### config.mk
export PLATFORM = sky130hd
export DESIGN_NAME = fft_cache_mm_rd_master
export DESIGN_NICKNAME = d
export VERILOG_FILES = /design/src/rtl/fft_cache_pkg.sv /design/src/rtl/ff_sync_fifo.sv /design/src/rtl/fft_cache_mm_rd_master.sv
export SDC_FILE = /design/constraint.sdc
export NUM_CORES = 1
export LEC_CHECK = 0
export BUFFER_PORTS_ARGS = -buffer_cell sky130_fd_sc_hd__buf_2
export CAP_MARGIN = 30
export CORE_ASPECT_RATIO = 1.5
export CORE_MARGIN = 10
export CORE_UTILIZATION = 65
export DETAILED_ROUTE_END_ITERATION = 6
export HOLD_SLACK_MARGIN = 0.15
export PLACE_DENSITY = 0.93
export SYNTH_ARGS = -nofsm -noshare
export SYNTH_HDL_FRONTEND = slang
export SYNTH_SLANG_ARGS = --single-unit
### constraint.sdc
create_clock -name av_clk_ir -period 14.49 [get_ports av_clk_ir]
set_input_delay 0.7245 -clock av_clk_ir [delete_from_list [all_inputs] [get_ports av_clk_ir]]
set_output_delay 0.7245 -clock av_clk_ir [all_outputs]
set_load 0.01 [all_outputs]
### src/rtl/fft_cache_pkg.sv
// Shared types and layout helpers for the FFT cache read master.
// Entry layout pushed through the response FIFO is {lchnl, bin, data}.
package fft_cache_pkg;

  typedef enum logic [1:0] {
    S_IDLE,
    S_RD_L,
    S_RD_R,
    S_DRAIN
  } state_t;

  localparam int ADDR_LSB = 2;

  function automatic int chnl_pos(input int aw);
    return aw - 1;
  endfunction

  function automatic int entry_w(input int bw, input int dw);
    return 1 + bw + dw;
  endfunction

endpackage

### src/rtl/ff_sync_fifo.sv
// Synchronous first-word-fall-through FIFO.
// Head entry is always visible on o_data while o_empty is low.
module ff_sync_fifo #(
  parameter int P_W     = 8,
  parameter int P_DEPTH = 8
) (
  input  logic                           i_clk,
  input  logic                           i_rst,
  input  logic                           i_push,
  input  logic [P_W-1:0]                 i_data,
  input  logic                           i_pop,
  output logic [P_W-1:0]                 o_data,
  output logic [$clog2(P_DEPTH+1)-1:0]   o_count,
  output logic                           o_full,
  output logic                           o_empty
);
  localparam int AW = $clog2(P_DEPTH);
  localparam int CW = $clog2(P_DEPTH + 1);
  localparam logic [CW-1:0] FULL_CNT = CW'(P_DEPTH);

  logic [P_W-1:0] r_mem [P_DEPTH];
  logic [AW-1:0]  r_wr;
  logic [AW-1:0]  r_rd;
  logic [CW-1:0]  r_cnt;
  logic           w_push;
  logic           w_pop;

  assign o_full  = (r_cnt == FULL_CNT);
  assign o_empty = (r_cnt == '0);
  assign o_count = r_cnt;
  assign o_data  = r_mem[r_rd];
  assign w_push  = i_push && !o_full;
  assign w_pop   = i_pop && !o_empty;

  always_ff @(posedge i_clk or posedge i_rst) begin
    if (i_rst) begin
      r_wr  <= '0;
      r_rd  <= '0;
      r_cnt <= '0;
    end else begin
      if (w_push) r_wr <= r_wr + 1'b1;
      if (w_pop)  r_rd <= r_rd + 1'b1;
      case ({w_push, w_pop})
        2'b10:   r_cnt <= r_cnt + 1'b1;
        2'b01:   r_cnt <= r_cnt - 1'b1;
        default: r_cnt <= r_cnt;
      endcase
    end
  end

  always_ff @(posedge i_clk) begin
    if (w_push) r_mem[r_wr] <= i_data;
  end

endmodule

### src/rtl/fft_cache_mm_rd_master.sv
// Avalon-MM read master fetching one L+R FFT frame from the result cache.
// Responses are tagged in arrival order and streamed out through a FWFT FIFO.
module fft_cache_mm_rd_master
  import fft_cache_pkg::*;
#(
  parameter int P_LB_ADDR_W  = 10,
  parameter int P_LB_DATA_W  = 32,
  parameter int P_BIN_W      = 7,
  parameter int P_NUM_BINS   = 128,
  parameter int P_MAX_PEND   = 4,
  parameter int P_FIFO_DEPTH = 8
) (
  input  logic                   av_clk_ir,
  input  logic                   av_rst_ih,
  input  logic                   start_ih,
  output logic                   busy_oh,
  output logic                   done_oh,
  output logic                   av_read_oh,
  output logic [P_LB_ADDR_W-1:0] av_addr_od,
  input  logic                   av_waitrequest_ih,
  input  logic [P_LB_DATA_W-1:0] av_read_data_id,
  input  logic                   av_read_data_valid_ih,
  output logic [P_LB_DATA_W-1:0] st_data_od,
  output logic                   st_lchnl_oh,
  output logic [P_BIN_W-1:0]     st_bin_od,
  output logic                   st_valid_oh,
  input  logic                   st_ready_ih,
  output logic                   err_oh
);
  localparam int PW   = $clog2(P_MAX_PEND + 1);
  localparam int FW   = $clog2(P_FIFO_DEPTH + 1);
  localparam int EW   = entry_w(P_BIN_W, P_LB_DATA_W);
  localparam int CB   = chnl_pos(P_LB_ADDR_W);
  localparam int LAST = P_NUM_BINS - 1;
  localparam logic [P_BIN_W-1:0] LAST_BIN = LAST[P_BIN_W-1:0];
  localparam logic [P_BIN_W:0]   NB       = P_NUM_BINS[P_BIN_W:0];

  state_t                 r_state;
  state_t                 w_state_nx;
  logic [PW-1:0]          r_pend;
  logic [P_BIN_W-1:0]     r_iss_bin;
  logic [P_BIN_W:0]       r_rsp_cnt;
  logic                   r_err;
  logic                   w_credit;
  logic                   w_rd;
  logic                   w_acc;
  logic                   w_last;
  logic                   w_unsol;
  logic                   w_push;
  logic                   w_pop;
  logic                   w_done;
  logic                   w_lchnl;
  logic [P_BIN_W:0]       w_rsp_off;
  logic [P_BIN_W-1:0]     w_rsp_bin;
  logic [FW-1:0]          w_fifo_cnt;
  logic                   w_fifo_full;
  logic                   w_fifo_empty;
  logic [EW-1:0]          w_wr_ent;
  logic [EW-1:0]          w_rd_ent;
  logic [P_LB_ADDR_W-1:0] w_addr;

  // Reserve FIFO room for every read in flight so responses never stall.
  assign w_credit = (int'(r_pend) < P_MAX_PEND)
                 && (int'(r_pend) + int'(w_fifo_cnt) < P_FIFO_DEPTH)
                 && !w_fifo_full;
  assign w_rd     = (r_state == S_RD_L || r_state == S_RD_R) && w_credit;
  assign w_acc    = w_rd && !av_waitrequest_ih;
  assign w_last   = w_acc && (r_iss_bin == LAST_BIN);
  assign w_unsol  = av_read_data_valid_ih
                 && (r_pend == '0 || r_state == S_IDLE);
  assign w_push   = av_read_data_valid_ih && !w_unsol;
  assign w_pop    = !w_fifo_empty && st_ready_ih;

  assign w_lchnl   = (r_rsp_cnt < NB);
  assign w_rsp_off = r_rsp_cnt - NB;
  assign w_rsp_bin = w_lchnl ? r_rsp_cnt[P_BIN_W-1:0]
                             : w_rsp_off[P_BIN_W-1:0];
  assign w_wr_ent  = {w_lchnl, w_rsp_bin, av_read_data_id};

  always_comb begin
    w_addr                      = '0;
    w_addr[CB]                  = (r_state == S_RD_L);
    w_addr[ADDR_LSB +: P_BIN_W] = r_iss_bin;
  end

  always_comb begin
    w_state_nx = r_state;
    w_done     = 1'b0;
    unique case (r_state)
      S_IDLE:  if (start_ih) w_state_nx = S_RD_L;
      S_RD_L:  if (w_last)   w_state_nx = S_RD_R;
      S_RD_R:  if (w_last)   w_state_nx = S_DRAIN;
      S_DRAIN: begin
        if (r_pend == '0 && w_fifo_cnt == FW'(1) && w_pop) begin
          w_done     = 1'b1;
          w_state_nx = S_IDLE;
        end
      end
      default: w_state_nx = S_IDLE;
    endcase
  end

  always_ff @(posedge av_clk_ir or posedge av_rst_ih) begin
    if (av_rst_ih) begin
      r_state   <= S_IDLE;
      r_pend    <= '0;
      r_iss_bin <= '0;
      r_rsp_cnt <= '0;
      r_err     <= 1'b0;
    end else begin
      r_state <= w_state_nx;
      if (w_acc && !w_push)      r_pend <= r_pend + 1'b1;
      else if (!w_acc && w_push) r_pend <= r_pend - 1'b1;
      if (w_last)     r_iss_bin <= '0;
      else if (w_acc) r_iss_bin <= r_iss_bin + 1'b1;
      if (r_state == S_IDLE && start_ih) r_rsp_cnt <= '0;
      else if (w_push)                   r_rsp_cnt <= r_rsp_cnt + 1'b1;
      if (w_unsol) r_err <= 1'b1;
    end
  end

  ff_sync_fifo #(
    .P_W     (EW),
    .P_DEPTH (P_FIFO_DEPTH)
  ) u_fifo (
    .i_clk   (av_clk_ir),
    .i_rst   (av_rst_ih),
    .i_push  (w_push),
    .i_data  (w_wr_ent),
    .i_pop   (w_pop),
    .o_data  (w_rd_ent),
    .o_count (w_fifo_cnt),
    .o_full  (w_fifo_full),
    .o_empty (w_fifo_empty)
  );

  assign busy_oh     = (r_state != S_IDLE);
  assign done_oh     = w_done;
  assign av_read_oh  = w_rd;
  assign av_addr_od  = w_addr;
  assign st_valid_oh = !w_fifo_empty;
  assign {st_lchnl_oh, st_bin_od, st_data_od} = w_rd_ent;
  assign err_oh      = r_err;

endmodule

### Word-level counts from Yosys, hierarchy flattened

Memory sizes are Yosys's and may differ from the RTL's.
Index checks and enable logic that the tools add are counted.

| word-level totals | value |
|---|---|
| bits in latches | 0 |
| input port bits | 38 |
| memories kept | 1 |
| register bits | 31 |
| memory bits (read-only) | 0 |
| memory bits (writable) | 320 |

| cells by class | value |
|---|---|
| $mul | 0 |
| equality and inequality tests | 12 |
| reduce and logical (&&, ||, !) cells | 32 |
| divide/modulo/power cells | 0 |
| $lt $le $gt $ge | 3 |
| bitwise operators | 0 |
| add/sub/neg operators | 10 |
| multiplexer cells | 17 |
| shifts and indexed selects | 0 |

Memories:

| memory | words | width | rd ports | clocked after Yosys merged registers in | write ports | line | text |
|---|---|---|---|---|---|---|---|
| u_fifo.r_mem | 8 | 40 | 1 | 0 | 1 | ff_sync_fifo.sv:21 | `logic [P_W-1:0] r_mem [P_DEPTH];` |

Operator list:

| kind | number |
|---|---|
| two-way mux 7 bit | 3 |
| two-way mux 8 bit | 2 |
| logical AND 1 bit | 15 |
| nonzero test 2 bit | 5 |
| adder 3 x 1 -> 3 bit, second input constant | 3 |
| adder 8 x 1 -> 8 bit, second input constant | 1 |
| < comparator 8 bit, second input constant | 1 |
| two-way mux 2 bit | 4 |
| one-hot mux 2 bit (4 select lines) | 1 |
| one-hot mux 4 bit (2 select lines) | 1 |
| adder 7 x 1 -> 7 bit, second input constant | 1 |
| equality test 7 bit, second input constant | 1 |
| subtractor 7 x 1 -> 7 bit, second input constant | 1 |
| equality test 2 bit, second input constant | 3 |
| logical NOT 1 bit | 6 |
| two-way mux 3 bit | 2 |
| inequality test 2 bit, second input constant | 3 |
| adder 3 x 4 -> 5 bit | 1 |
| < comparator 5 x 4 -> 1 bit, second input constant | 1 |
| adder 4 x 1 -> 4 bit, second input constant | 1 |
| equality test 2 x 1 -> 1 bit, second input constant | 2 |
| equality test 4 x 1 -> 1 bit, second input constant | 1 |
| equality test 4 bit, second input constant | 1 |
| logical NOT 4 bit | 1 |
| other kinds (9) | 13 |

### Longest topological paths before layout

| logic depth | value |
|---|---|
| depth in word-level cells | 10 |
| gate-level depth with buffers | 12 |
| mapped depth without buffers | 11 |

### By module

Synthesis repeated with hierarchy kept, for this count alone.

| second synthesis, totals | value |
|---|---|
| cells, all modules | 648 |
| area, all modules | 14,168.6 um^2 |

Modules (own cells, without submodules):

| module | sequential area each (um^2) | cells each | times used | area each (um^2) |
|---|---|---|---|---|
| ff_sync_fifo | 9,859.5 | 531 | 1 | 12,962.4 |
| fft_cache_mm_rd_master | 525.5 | 117 | 1 | 1,206.2 |

### Worst setup path after synthesis

No wires, ideal clock.

| timing path | value |
|---|---|
| kind | flip-flop to flip-flop |
| from | register r_state[0] |
| to | memory u_fifo.r_mem[0][0] (netlist bit) (enable) |
| path slack | 9.785 ns |
| period minus slack after synthesis | 4.705 ns |
| arrival time | 4.218 ns |
| cell stages (with the launch flop) | 10 |
| setup time | 0.487 ns |
| required time | 14.003 ns |
| path through | dfrtp_1 inv_1 ha_1 inv_1 and3_1 buf_2 inv_2 a21oi_2 nand2b_1 nor3_1 |

| on the way | value |
|---|---|
| word-level cells in the longest chain between the ends | 8 |

Ends and longest elaborated chain:

| what | line | text |
|---|---|---|
| start, declared | fft_cache_mm_rd_master.sv:38 | `state_t r_state;` |
| start signal, assigned | fft_cache_mm_rd_master.sv:111 | `r_state <= w_state_nx;` |
| logical NOT 2 bit | fft_cache_mm_rd_master.sv:70 | `&& (r_pend == '0 \|\| r_state == S_IDLE);` |
| logical OR 1 bit | fft_cache_mm_rd_master.sv:70 |  |
| logical AND 1 bit | fft_cache_mm_rd_master.sv:70 |  |
| logical NOT 1 bit | fft_cache_mm_rd_master.sv:71 | `assign w_push = av_read_data_valid_ih && !w_unsol;` |
| logical AND 1 bit | fft_cache_mm_rd_master.sv:71 |  |
| logical AND 1 bit | ff_sync_fifo.sv:32 | `assign w_push = i_push && !o_full;` |
| two-way mux 1 bit | ff_sync_fifo.sv:52 | `if (w_push) r_mem[r_wr] <= i_data;` |
| two-way mux 1 bit (implied by the code) | ff_sync_fifo.sv:52 |  |
| end, declared | ff_sync_fifo.sv:21 |  |

No other way between the ends.

### Worst setup path in the final report

| timing path | value |
|---|---|
| from | register u_fifo.r_rd[0] |
| to | output st_bin_od[4] |

| on the way | value |
|---|---|
| word-level cells in the longest chain between the ends | 1 |

Ends and longest elaborated chain:

| what | line | text |
|---|---|---|
| start, declared | ff_sync_fifo.sv:23 | `logic [AW-1:0] r_rd;` |
| start signal, assigned | ff_sync_fifo.sv:42 | `if (w_pop) r_rd <= r_rd + 1'b1;` |
| memory read (8 x 40 bit) | -- |  |
| end, declared | fft_cache_mm_rd_master.sv:25 | `output logic [P_BIN_W-1:0] st_bin_od,` |

No other way between the ends.

==> reports/metrics.cfg <==
[run_status]
outcome = complete, no violations

[synthesis]
postSynthAreaPerCell_sq_um = 21.5
ys_ff_latch = 351
yosysSeqAreaShare_pct = 75.5
synth_area_sq_mm = 0.0138
synthFlopType = edfxtp_1
ys_types = 40
syn-instance-count = 640
synth-edff-count = 320
async_flop_share_pct = 8.83
synth_warnings = 0

[final_layout]
layout.cells.non_filler = 1040
fillers = 1033
layout_common_cells = edfxtp_1, buf_2, mux4_2, mux2_2, clkbuf_16
multiInputGateArea_sq_mm = 0.00325
fin_nets = 803
drive_gt1_share_pct = 38.0
fin_area_sq_mm = 0.0157
fin_util_pct = 75.2
register_area_sq_mm = 0.0104
final_common_cell = edfxtp_1
areaGrowthSynthToFinish_pct = 14.2

[pwr]
p_leak_uw = 0.00533
switchingPower_uw = 966
switching_share_pct = 29.8
vdd_drop_max_mv = 0.128
power_frac_clock_pct = 26.5
internal_power_uw = 2280
power_density_mw_per_mm2 = 206
pwr-share-seq_pct = 45.1
combPwrFrac_pct = 28.5

[worst_setup_path]
rr_worst_depth = 9
regToRegSetupSlack_ns = 11.27
reg2reg_to = u_fifo.r_mem[4][23]
crit_type = reg -> out
worstSetupEndpointType = primary output
worstPathArrival_ns = 3.15
worstPathMaxFanout = 41
crit-reg2reg-launch = r_state[0]
start_kind = register
required_ns = 13.77

[place]
hpwl_um = 16000
globalplace.congestion = 0.785
port_buffers = 90
place_inst = 984
place_area_sq_mm = 0.0146

[hold_path]
min_path_type = in -> async

[floorplanning]
initial_utilization_pct = 65.8
fp.dieArea_sq_mm = 0.0275
num_io_pins = 93
die_x_um = 139
fp.coreArea_sq_mm = 0.0209
std_cell_rows = 65
die_h_um = 198

[global_route]
grt_max_degree = 51
grt_pass1_wl_um = 43900
grt_util_all_layers_pct = 20.7
grt_pass1_vias = 7172
use_met2_pct = 36.4
grt-busiest-layer = met2
use_met3_pct = 2.76
grt-ovfl-total = 0
grt_use_met1_pct = 26.2
antenna_found_initial = 1

[detailed_routing]
dr.pass1.iters = 5
avgViaCountPerCell = 6.44
drtIter0Drc = 688
vias = 6702
ant_nets = 0
drc = 0
drt-total-wl_um = 29100
post_drt_wl_per_cell_um = 28.0

[timing]
tightest_slew_ns = 0.666
setup_tns_ns = 0
finClkSkew_ns = 0.0234
hold_viol_final = 0
fin_crit_ns = 3.87
rsz0062_at_grt = no
fmax_mhz = 258
slew_violations = 0
fin_crit_sh_pct = 26.7
final-setup-viol-count = 0
slew_headroom_pct = 55.6

[clocking]
clkLatencyLatePin_ns = 0.56
cts_buffers = 29
clock-sinks = 351
cts_htree_levels = 1
cts_tree = built
cts_setup_buffers = 0
hold_buffers = 0
clkTransAtPathRegs_ns = 0.07
postCtsResizedCells = 0
clockBufferDepth = 3
clockRootBuffer = clkbuf_16

[flow_run]
cap_violations = 0

[cells in the mapped netlist, drive strengths merged (2+ instances only)]
cell type / instances / area share, %
edfxtp: 320 / 70
mux4: 80 / 13
mux2: 44 / 3.6
dfrtp: 31 / 5.6
nor2: 18 / 0.49
nand2: 17 / 0.46
ha: 16 / 1.5
clkbuf: 14 / 0.38
buf: 13 / 0.52
inv: 13 / 0.35
xnor2: 12 / 0.76
nand4: 9 / 0.52
xor2: 9 / 0.57
a21oi: 6 / 0.33
and2: 4 / 0.18
and3: 4 / 0.18
nand2b: 4 / 0.18
nand3: 4 / 0.15
nor3: 4 / 0.15
o21ai: 4 / 0.15
or3: 2 / 0.091
[registers in the layout (all words and copies together) (netlist names)]
signal	flops
r_iss_bin	7
err_oh	1
u_fifo.r_wr	3
r_state	2
r_rsp_cnt	8
u_fifo.o_count	4
u_fifo.r_rd	3
r_pend	3
u_fifo.r_mem	320
[worst max-delay path, cell delays in order, from the launching register on]
cell and delay (ns):
dfrtp_4 0.86, buf_4 0.37, buf_16 0.32, mux4_2 0.55, mux2_2 0.32, buf_2 0.15
[kinds of logic (layout without fill, tap and decap cells)]
group                    Yosys count  count (layout)  share of synthesized area (%)
adder cells (fa/ha/maj)           17              17                           1.60
multiplexers                     125             125                           16.8
XOR/XNOR                          21              21                           1.34
other                              1               3                         0.0273
AND/OR/NAND/NOR                   73              73                           2.86
flip-flops                       351             351                           75.5
buffers and inverters             40             170                           1.26
AO/OA/AOI/OAI                     12              12                          0.610
[how the worst max path moves through the flow]
| stage | from | end | slack, ns | cells after the start |
|---|---|---|---|---|
| 2_1_floorplan | r_state[0] | u_fifo.r_mem[0][0] | 9.78 | 9 |
| 3_3_place_gp | u_fifo.r_rd[0] | st_bin_od[1] | 10.93 | 4 |
| 3_5_place_dp | u_fifo.r_rd[0] | st_bin_od[4] | 10.87 | 4 |
| 4_1_cts | u_fifo.r_rd[0] | st_bin_od[1] | 10.25 | 4 |
| 5_1_grt | u_fifo.r_rd[0] | st_bin_od[1] | 10.41 | 5 |
| 6_report | u_fifo.r_rd[0] | st_bin_od[4] | 10.62 | 5 |
[metrics by stage]
step | total power (uW) | setup slack, ns | hold WS, ns
floorplan | 2060 | 9.78 | 0.485
global placement | 2320 | 10.93 | 0.450
detailed placement | 2380 | 10.87 | 0.486
CTS | 3260 | 10.25 | 0.173
global route | 3380 | 10.41 | 0.189
finish | 3240 | 10.62 | 0.180
[layout make-up]
| cell class | count | share of cell area, % |
|---|---|---|
| multi-input combinational | 250 | 20.7 |
| inverter | 13 | 0.311 |
| tap | 268 | 2.13 |
| clock buffer | 38 | 5.03 |
| antenna | 1 | 0.0159 |
| clock inverter | 16 | 1.74 |
| sequential | 351 | 66.2 |
| timing repair buffer | 103 | 3.90 |
[per-layer routing]
metal  wire [um]  up-vias
met2       16100      308
met1       10600     3526
met5           0        -
met4         755        0
li1            -     2812
met3        1680       56
[power groups by stage]
stage                     Clock [uW]  Combinational, uW  Sequential (uW)
after floorplan                    0                672             1380
after detailed placement           0                907             1480
after CTS                        866                930             1460
final                            859                923             1460
after global routing             907                996             1480
after global placement             0                829             1490
(Power assumes the default switching activity.)
